`src/rtl/hazard_pkg.sv`:
```
// hazard_pkg: shared types and decode for the hazard scoreboard.
//   slot_t      - one scoreboard entry (valid, wen, dest, is_load)
//   decode_t    - decoded ID instruction: slot image, MUL flag, source regs/uses
//   hazard_decode() - MIPS subset decode (R-type, LW, SW, ADDI, BEQ, J, JAL)
package hazard_pkg;

   localparam logic [5:0] OP_ALU  = 6'h00;
   localparam logic [5:0] OP_J    = 6'h02;
   localparam logic [5:0] OP_JAL  = 6'h03;
   localparam logic [5:0] OP_BEQ  = 6'h04;
   localparam logic [5:0] OP_ADDI = 6'h08;
   localparam logic [5:0] OP_LW   = 6'h23;
   localparam logic [5:0] OP_SW   = 6'h2B;
   localparam logic [5:0] FN_JR   = 6'h08;
   localparam logic [5:0] FN_MUL  = 6'h18;

   typedef struct packed {
      logic       valid;
      logic       wen;
      logic [4:0] dest;
      logic       is_load;
   } slot_t;

   typedef struct packed {
      slot_t      slot;
      logic       is_mul;
      logic       use_rs;
      logic       use_rt;
      logic [4:0] rs;
      logic [4:0] rt;
   } decode_t;

   function automatic decode_t hazard_decode(input logic [31:0] ir);
      decode_t d;
      logic    unused_shamt;
      d            = '0;
      unused_shamt = ^ir[10:6];
      d.slot.valid = 1'b1;
      d.rs         = ir[25:21];
      d.rt         = ir[20:16];
      case (ir[31:26])
         OP_ALU: begin
            d.use_rs    = 1'b1;
            d.use_rt    = 1'b1;
            d.slot.dest = ir[15:11];
            d.slot.wen  = (ir[5:0] != FN_JR);
            d.is_mul    = (ir[5:0] == FN_MUL);
         end
         OP_LW: begin
            d.use_rs       = 1'b1;
            d.slot.dest    = ir[20:16];
            d.slot.wen     = 1'b1;
            d.slot.is_load = 1'b1;
         end
         OP_ADDI: begin
            d.use_rs    = 1'b1;
            d.slot.dest = ir[20:16];
            d.slot.wen  = 1'b1;
         end
         OP_SW, OP_BEQ: begin
            d.use_rs = 1'b1;
            d.use_rt = 1'b1;
         end
         OP_JAL: begin
            d.slot.dest = 5'd31;
            d.slot.wen  = 1'b1;
         end
         default: ;
      endcase
      // r0 is hardwired, so a write to it is no write at all
      if (d.slot.dest == 5'd0) d.slot.wen = 1'b0;
      return d;
   endfunction

endpackage

```
`src/rtl/hazard_scoreboard_match.sv`:
```
// hazard_match: youngest-producer search for one source operand.
//   slots    in  scoreboard (slot 0 = EX ... slot DEPTH-1 = WB)
//   src      in  source register number
//   use_src  in  the instruction actually reads src
//   hit      out a forwardable producer exists in slots 0..DEPTH-2
//   sel      out forwarding select of the winner (slot index + 1)
//   hit_load out the winner is a load
module hazard_match
   import hazard_pkg::*;
#(
   parameter int DEPTH = 3
) (
   input  slot_t [DEPTH-1:0]         slots,
   input  logic [4:0]                src,
   input  logic                      use_src,
   output logic                      hit,
   output logic [$clog2(DEPTH)-1:0]  sel,
   output logic                      hit_load
);

   // WB slot is covered by the write-before-read register file
   logic unused_wb;
   assign unused_wb = ^slots[DEPTH-1];

   // scan oldest to youngest so the youngest match overwrites the result
   always_comb begin
      hit      = 1'b0;
      sel      = '0;
      hit_load = 1'b0;
      for (int j = DEPTH - 2; j >= 0; j--) begin
         if (use_src && (src != 5'd0) && slots[j].valid && slots[j].wen &&
             (slots[j].dest == src)) begin
            hit      = 1'b1;
            sel      = ($clog2(DEPTH))'(j + 1);
            hit_load = slots[j].is_load;
         end
      end
   end

endmodule

```
`src/rtl/hazard_scoreboard.sv`:
```
// hazard_scoreboard: hazard/forwarding controller for the in-order MIPS pipe.
//   clock, reset          clock and synchronous active-high reset
//   id_valid, id_ir       ID-stage instruction
//   ex_flush              kill the ID instruction, bubble into EX
//   stall, issue          combinational pipeline control
//   ex_fwd_a, ex_fwd_b    registered operand sources for EX (0 = regfile, k = slot k)
//   ex_busy               multi-cycle MUL occupying EX
//   wb_wen, wb_dest       register-file write from the WB slot
//   stall_count           saturating count of stall cycles
// Build option: HAZ_FWD_EN enables forwarding; without it any producer still
// in slots 0..DEPTH-2 stalls the consumer and the selects stay 0.
module hazard_scoreboard
   import hazard_pkg::*;
#(
   parameter int  DEPTH      = 3,
   parameter int  LOAD_AVAIL = 2,
   parameter int  MUL_LAT    = 4,
   localparam int FWD_W      = $clog2(DEPTH)
) (
   input  logic             clock,
   input  logic             reset,
   input  logic             id_valid,
   input  logic [31:0]      id_ir,
   input  logic             ex_flush,
   output logic             stall,
   output logic             issue,
   output logic [FWD_W-1:0] ex_fwd_a,
   output logic [FWD_W-1:0] ex_fwd_b,
   output logic             ex_busy,
   output logic             wb_wen,
   output logic [4:0]       wb_dest,
   output logic [31:0]      stall_count
);

   localparam int BUSY_W = $clog2(MUL_LAT + 1);

   slot_t [DEPTH-1:0] slots_q, slots_d;
   logic [BUSY_W-1:0] busy_q, busy_d;
   logic [FWD_W-1:0]  fwd_a_q, fwd_a_d, fwd_b_q, fwd_b_d;
   logic [31:0]       stall_count_q, stall_count_d;

   decode_t           dec;
   logic              hit_a, hit_b, load_a, load_b, hazard;
   logic [FWD_W-1:0]  sel_a, sel_b, new_fwd_a, new_fwd_b;

   assign dec = hazard_decode(id_ir);

   hazard_match #(.DEPTH(DEPTH)) u_match_a (
      .slots(slots_q), .src(dec.rs), .use_src(dec.use_rs),
      .hit(hit_a), .sel(sel_a), .hit_load(load_a)
   );

   hazard_match #(.DEPTH(DEPTH)) u_match_b (
      .slots(slots_q), .src(dec.rt), .use_src(dec.use_rt),
      .hit(hit_b), .sel(sel_b), .hit_load(load_b)
   );

`ifdef HAZ_FWD_EN
   // a load result is not on the bypass until it reaches slot LOAD_AVAIL
   assign hazard    = (hit_a && load_a && (int'(sel_a) < LOAD_AVAIL)) ||
                      (hit_b && load_b && (int'(sel_b) < LOAD_AVAIL));
   assign new_fwd_a = sel_a;
   assign new_fwd_b = sel_b;
`else
   logic unused_fwd;
   assign unused_fwd = ^{sel_a, sel_b, load_a, load_b, LOAD_AVAIL[0]};
   assign hazard     = hit_a || hit_b;
   assign new_fwd_a  = '0;
   assign new_fwd_b  = '0;
`endif

   assign ex_busy     = (busy_q != '0);
   assign stall       = id_valid && !ex_flush && (hazard || ex_busy);
   assign issue       = id_valid && !ex_flush && !stall;
   assign ex_fwd_a    = fwd_a_q;
   assign ex_fwd_b    = fwd_b_q;
   assign wb_wen      = slots_q[DEPTH-1].valid && slots_q[DEPTH-1].wen;
   assign wb_dest     = slots_q[DEPTH-1].dest;
   assign stall_count = stall_count_q;

   always_comb begin
      slots_d = slots_q;
      if (ex_busy) begin
         // MUL parks in EX; the slot behind it drains as a bubble
         slots_d[1] = '0;
         for (int i = 2; i < DEPTH; i++) slots_d[i] = slots_q[i-1];
      end else begin
         for (int i = 1; i < DEPTH; i++) slots_d[i] = slots_q[i-1];
         slots_d[0] = issue ? dec.slot : '0;
      end

      busy_d = busy_q;
      if (issue && dec.is_mul) busy_d = BUSY_W'(MUL_LAT - 1);
      else if (busy_q != '0)   busy_d = busy_q - BUSY_W'(1);

      // selects belong to the instruction in EX, so they hold with it
      fwd_a_d = '0;
      fwd_b_d = '0;
      if (ex_busy) begin
         fwd_a_d = fwd_a_q;
         fwd_b_d = fwd_b_q;
      end else if (issue) begin
         fwd_a_d = new_fwd_a;
         fwd_b_d = new_fwd_b;
      end

      stall_count_d = stall_count_q;
      if (stall && (stall_count_q != '1)) stall_count_d = stall_count_q + 32'd1;
   end

   always_ff @(posedge clock) begin
      if (reset) begin
         slots_q       <= '0;
         busy_q        <= '0;
         fwd_a_q       <= '0;
         fwd_b_q       <= '0;
         stall_count_q <= '0;
      end else begin
         slots_q       <= slots_d;
         busy_q        <= busy_d;
         fwd_a_q       <= fwd_a_d;
         fwd_b_q       <= fwd_b_d;
         stall_count_q <= stall_count_d;
      end
   end

endmodule

```
`config.mk`:
```
export PLATFORM = sky130hd
export DESIGN_NAME = hazard_scoreboard
export DESIGN_NICKNAME = d
export VERILOG_FILES = /design/src/rtl/hazard_pkg.sv /design/src/rtl/hazard_scoreboard_match.sv /design/src/rtl/hazard_scoreboard.sv
export SDC_FILE = /design/constraint.sdc
export NUM_CORES = 1
export LEC_CHECK = 0
export ABC_AREA = 1
export BUFFER_PORTS_ARGS = -buffer_cell sky130_fd_sc_hd__buf_2
export CAP_MARGIN = 20
export CORE_MARGIN = 2
export CORE_UTILIZATION = 55
export DETAILED_ROUTE_END_ITERATION = 10
export PLACE_DENSITY = 0.88
export SLEW_MARGIN = 20
export SYNTH_ARGS = -nofsm -noshare
export SYNTH_HDL_FRONTEND = slang
export SYNTH_SLANG_ARGS = --single-unit
```
`constraint.sdc`:
```
create_clock -name clock -period 2.6 [get_ports clock]
set_input_delay 0.65 -clock clock [delete_from_list [all_inputs] [get_ports clock]]
set_output_delay 0.65 -clock clock [all_outputs]
set_load 0.02 [all_outputs]
```
After elaboration in Yosys (flattened, before gate mapping)
Index checks and enable logic that the tools add are counted.
Storage, ports and cells
  word-level logic and storage cells: 74
  output and inout bits: 45
  bits in registers: 56
  input bits: 36
Operators by class
  reduce and logical (&&, ||, !) cells: 35
  add/subtract/negate cells: 2
  muxes and demuxes: 13
  equality and inequality tests: 12
Operators by type and width (number)
  $add 32x1->32 const B: 1
  $ne 32x32->1 const B: 1
  $eq 5x5->1: 4
  $logic_and 1x1->1: 20
  $pmux 6 s3: 1
  $eq 6x6->1 const B: 2
  $reduce_bool 5->1: 2
  $mux 1: 9
  $mux 8: 1
  $eq 6x2->1 const B: 1
  $eq 6x3->1 const B: 1
  $eq 6x4->1 const B: 1
  $eq 6x5->1 const B: 1
  $logic_not 6->1: 1
  $ne 6x4->1 const B: 1
  $reduce_or 2->1: 3
  $logic_not 5->1: 1
  $reduce_or 5->1: 1
  $mux 2: 2
  $reduce_bool 3->1: 1
  $reduce_or 3->1: 1
  $sub 3x1->3 const B: 1
  $logic_not 1->1: 2
  $logic_or 1x1->1: 2
  $reduce_bool 2->1: 1

Depth between registers and ports, before layout
  depth in word-level cells: 16
  depth in mapped cells: 12

Cells and area by module
A second synthesis with hierarchy kept.
Second synthesis, totals
  cell total of the unflattened synthesis: 634
  area, all modules: 3826.2 um2
By module, submodules not included
  hazard_scoreboard: instances 1, cells an instance 504, sequential area each 1181.1 um2, area each 3250.6 um2
  hazard_match: instances 2, cells an instance 65, sequential area each 0.0 um2, area each 287.8 um2

Worst setup path after synthesis
No wires, ideal clock.
  kind: input to output
  from: in id_ir[26]
  to: out issue
  setup slack: 0.213 ns
  cell stages on the path: 9
  buffers on the path: 0
  required time: 1.950 ns
  data arrival time: 1.737 ns
  cell sequence: nand2_1 inv_1 nand3_1 nand2_1 nor2_1 nor2_1 nand2_1 nand3_2 nor3_1
Between the ends
  cells in the longest elaborated chain, start to end: 14
  elaborated cells on any way between the ends: 32
  classes of those cells: eq/ne (4); mux (6); reduce/logical (22)
Ends and longest elaborated chain
  from (decl): line hazard_scoreboard.sv:23  | input logic [31:0] id_ir,
  $eq 6x6->1, or another cell as far along: line hazard_pkg.sv:41  | case (ir[31:26])
  $reduce_or 5->1 (no line) / $reduce_or 3->1 (equally long branches)
  $mux 1: line hazard_pkg.sv:41
  $logic_and 1x1->1 (4 in a row): line hazard_scoreboard_match.sv:31  | if (use_src && (src != 5'd0) && slots[j].valid && slots[j].wen &&
  $mux 1 (2 in a row): line hazard_scoreboard_match.sv:31
  $logic_or 1x1->1 (*): line hazard_scoreboard.sv:67  | assign hazard = hit_a || hit_b;
  $logic_or 1x1->1 (*): line hazard_scoreboard.sv:73  | assign stall = id_valid && !ex_flush && (hazard || ex_busy);
  $logic_and 1x1->1 (*): line hazard_scoreboard.sv:73
  $logic_not 1->1 (*): line hazard_scoreboard.sv:74  | assign issue = id_valid && !ex_flush && !stall;
  $logic_and 1x1->1 (*): line hazard_scoreboard.sv:74
  to (decl): line hazard_scoreboard.sv:26  | output logic issue,
Mark *: on every way between the ends. The rest lies on a longest branch, timed or not.

Worst setup path after layout
  from: in id_ir[25]
  to: out issue
Between the ends
  cells in the longest elaborated chain, start to end: 12
  elaborated cells on any way between the ends: 17
  classes of those cells: eq/ne (2); mux (2); reduce/logical (13)
Ends and longest elaborated chain (line)
  $reduce_bool 5->1: hazard_scoreboard_match.sv:31
  $logic_and 1x1->1 (4 in a row): hazard_scoreboard_match.sv:31
  $mux 1: hazard_scoreboard_match.sv:31
  $mux 1 (*): hazard_scoreboard_match.sv:31
  $logic_or 1x1->1 (*): hazard_scoreboard.sv:67
  $logic_or 1x1->1 (*): hazard_scoreboard.sv:73
  $logic_and 1x1->1 (*): hazard_scoreboard.sv:73
  $logic_not 1->1 (*): hazard_scoreboard.sv:74
  $logic_and 1x1->1 (*): hazard_scoreboard.sv:74
Marked as above.

==> run metrics <==
vias in the first global route=3410; Die H=85.14 µm; syn avg cell area=6.045 µm²; met3 wire length=between 500 and 600 µm; Tmin final=~2400 ps; CP max stage cell=buf_2; Final Slew Violations=0; Top Family by Delay on Critical Path=simple AND/OR/NAND/NOR gates; Fin Clk Skew=between 7 and 8 ps; Cell variety after synth=26; leakage power=1.903 nW; Seq/Total Area, Yosys=0.3096; Core Area=6350 µm²; CP Capture Type=output pin; die width=85.14 µm; via count=3965; # DRC=0; detailed placement HPWL=between 7 and 8 mm; first-pass GRT wire length=between 15 and 20 mm; crit path kind=in -> out; RSZ-0062 raised after global routing=no; setup TNS=0 ps; outcome=completed; P&R area growth vs syn=12.72%; Buf/Inv on CP=3; Fill cells=just under 600; clock-pin slew on the worst setup and hold paths=~100 ps; Max-Cap Viols=0; pwr dens=490.9 nW/µm²; final worst-path cycle share=0.9299; die area=between 7000 and 8000 µm²; Worst Path Required=around 2000 ps; FMAX=roughly 0.41 GHz; wire length per cell=12.43 µm; pre-CTS setup slack=109.7 ps; initial antenna violation count=0; GPL Wtd Cong=0.9995; crit-path cells=buf_2, inv_1, nand3_1, nor3_1, nor2_1, nand2_1, nand3_2, nor3_2, buf_2; GRT Residual Overflow=0; Rows=29; Detailed Routing Iterations Pass 1=5; vias per cell=between 5 and 6; GRT Util Overall=0.2535; Yosys top cell area share=0.3096; FF+latch area=1121 µm²; final setup fails=0; Worst Path Arrival=1770 ps; maximum VDD drop=606.9 µV; H-tree levels=2; Yosys warnings=0; Crit path top cell by count=buf_2; Post-Syn Area=~3600 µm²; CTS buffer count=5; number of clock sinks=56; post-CTS setup buffer count=0; final hold vios=0; fin worst setup slack=182.3 ps; largest net degree at the start of global routing=35; PortBufs=71; ANT cells=0; DRT antenna net count=0; Root Driver=clkbuf_8; Layout Utilization=0.6428; DP Area=3984 µm²; Clk Latency, worst-skew pair=310 ps; Startpoint Class=input port; Synth area leaders=dfxtp_1 (31%), nand2_1 (22%), nor2_1 (9.1%), inv_1 (6.7%), nand4_1 (5.9%); area leader, netlist=dfxtp_1; wirelength, routed=9.211 mm; met2 wire len=4.311 mm; area occupied by multi-input gates=around 2100 µm²; layout cells sized above 1=0.1461; starting density of the core=0.5702; DRT iter0 DRCs=284; overall power=2.004 mW; WL met1=4.191 mm; CP Max Fanout=3; CTS tree=done; number of synthesized register bits=56; design area=4081 µm²; Hold Path Class=reg -> reg; Post-Syn Instances=between 500 and 600; # IOs=81; Bufs on Longest Clock Path=2; Crit path largest cell delay=200 ps; top layer in use=met4; nets=702
-- sequential cells by signal (all words and copies together), names as in the netlist --
register     count
slots_q         16
stall_count     32
busy_q           3
wb_dest          5
-- cell usage after synthesis --
cell type / number
a21oi_1: 36
buf_2: 4
buf_4: 9
buf_6: 4
clkbuf_1: 8
conb_1: 1
dfxtp_1: 56
ha_1: 3
inv_1: 65
inv_2: 1
nand2_1: 210
nand3_1: 22
nand3_2: 3
nand3b_1: 11
nand4_1: 34
nor2_1: 88
nor2_2: 1
nor2_4: 1
nor3_1: 14
nor3_2: 1
nor3b_2: 1
nor4b_1: 1
o211ai_1: 1
o21ai_0: 6
xnor2_1: 4
xor2_1: 14
-- worst min-delay path: stages (launching register included) --
cell,delay (ps)
dfxtp_1,320
inv_1,50
nor2_1,30
-- per-stage QoR --
stage / cells / hold WS (ps)
floorplan: 602 / 403.1
global placement: 733 / 419.7
detailed placement: 733 / 420.7
CTS: 741 / 433.3
global route: 741 / 459.0
finish: 741 / 424.5
-- layout make-up --
type | count | area share
flip-flops and latches | 56 | 0.2747
repair buffers | 79 | 0.1018
well taps | 77 | 0.02361
multi-input cells | 455 | 0.5166
clock buffers | 6 | 0.02023
clock inverters | 2 | 0.002452
inverters | 66 | 0.06070
-- path summary, 6_finish.rpt --
| check | start | end | slack (ps) | depth (start not counted) |
|---|---|---|---|---|
| max | id_ir[25] | issue | 180 | 9 |
| min | slots_q[14] | slots_q[22] | 420 | 2 |
| max reg2reg | stall_count[0] | stall_count[20] | 560 | 10 |
| min reg2reg | slots_q[14] | slots_q[22] | 420 | 2 |
-- logic make-up after synthesis --
group                    after synthesis  synth area share
other                                  1          0.001036
AND/OR/NAND/NOR                      387            0.4620
AO/OA/AOI/OAI                         43           0.06012
buffers and inverters                 91            0.1133
flip-flops                            56            0.3096
adder cells (fa/ha/maj)                3           0.01037
XOR/XNOR                              18           0.04354
-- where the power goes --
| part | switching [mW] | total (mW) | internal [mW] |
|---|---|---|---|
| Sequential | 0.0244 | 0.916 | 0.892 |
| Combinational | 0.409 | 0.591 | 0.182 |
| Clock | 0.282 | 0.496 | 0.214 |
-- metal layers --
layer	vias to the layer above	global-route usage
met5	-	0
met4	0	0.06205
met3	13	0.02724
met2	162	0.4304
met1	1772	0.3459
li1	2018	-
-- layout by cell type, fill, tap and decap left out, types with 6 or more instances in the layout --
cell type and count:
xor2_1 14, dfxtp_1 56, nor2_1 87, o21ai_0 6, buf_2 71, nand3_1 22, a21oi_1 36, nor3_1 13
buf_4 8, nand3b_1 11, clkbuf_8 6, nand4_1 34, inv_1 65, nand2_1 210
-- what timing repair did --
action,CTS,global route
setup endpoints to repair,0,1
hold buffers,0,0
gates resized for setup,0,1
(Power assumes the default switching activity.)
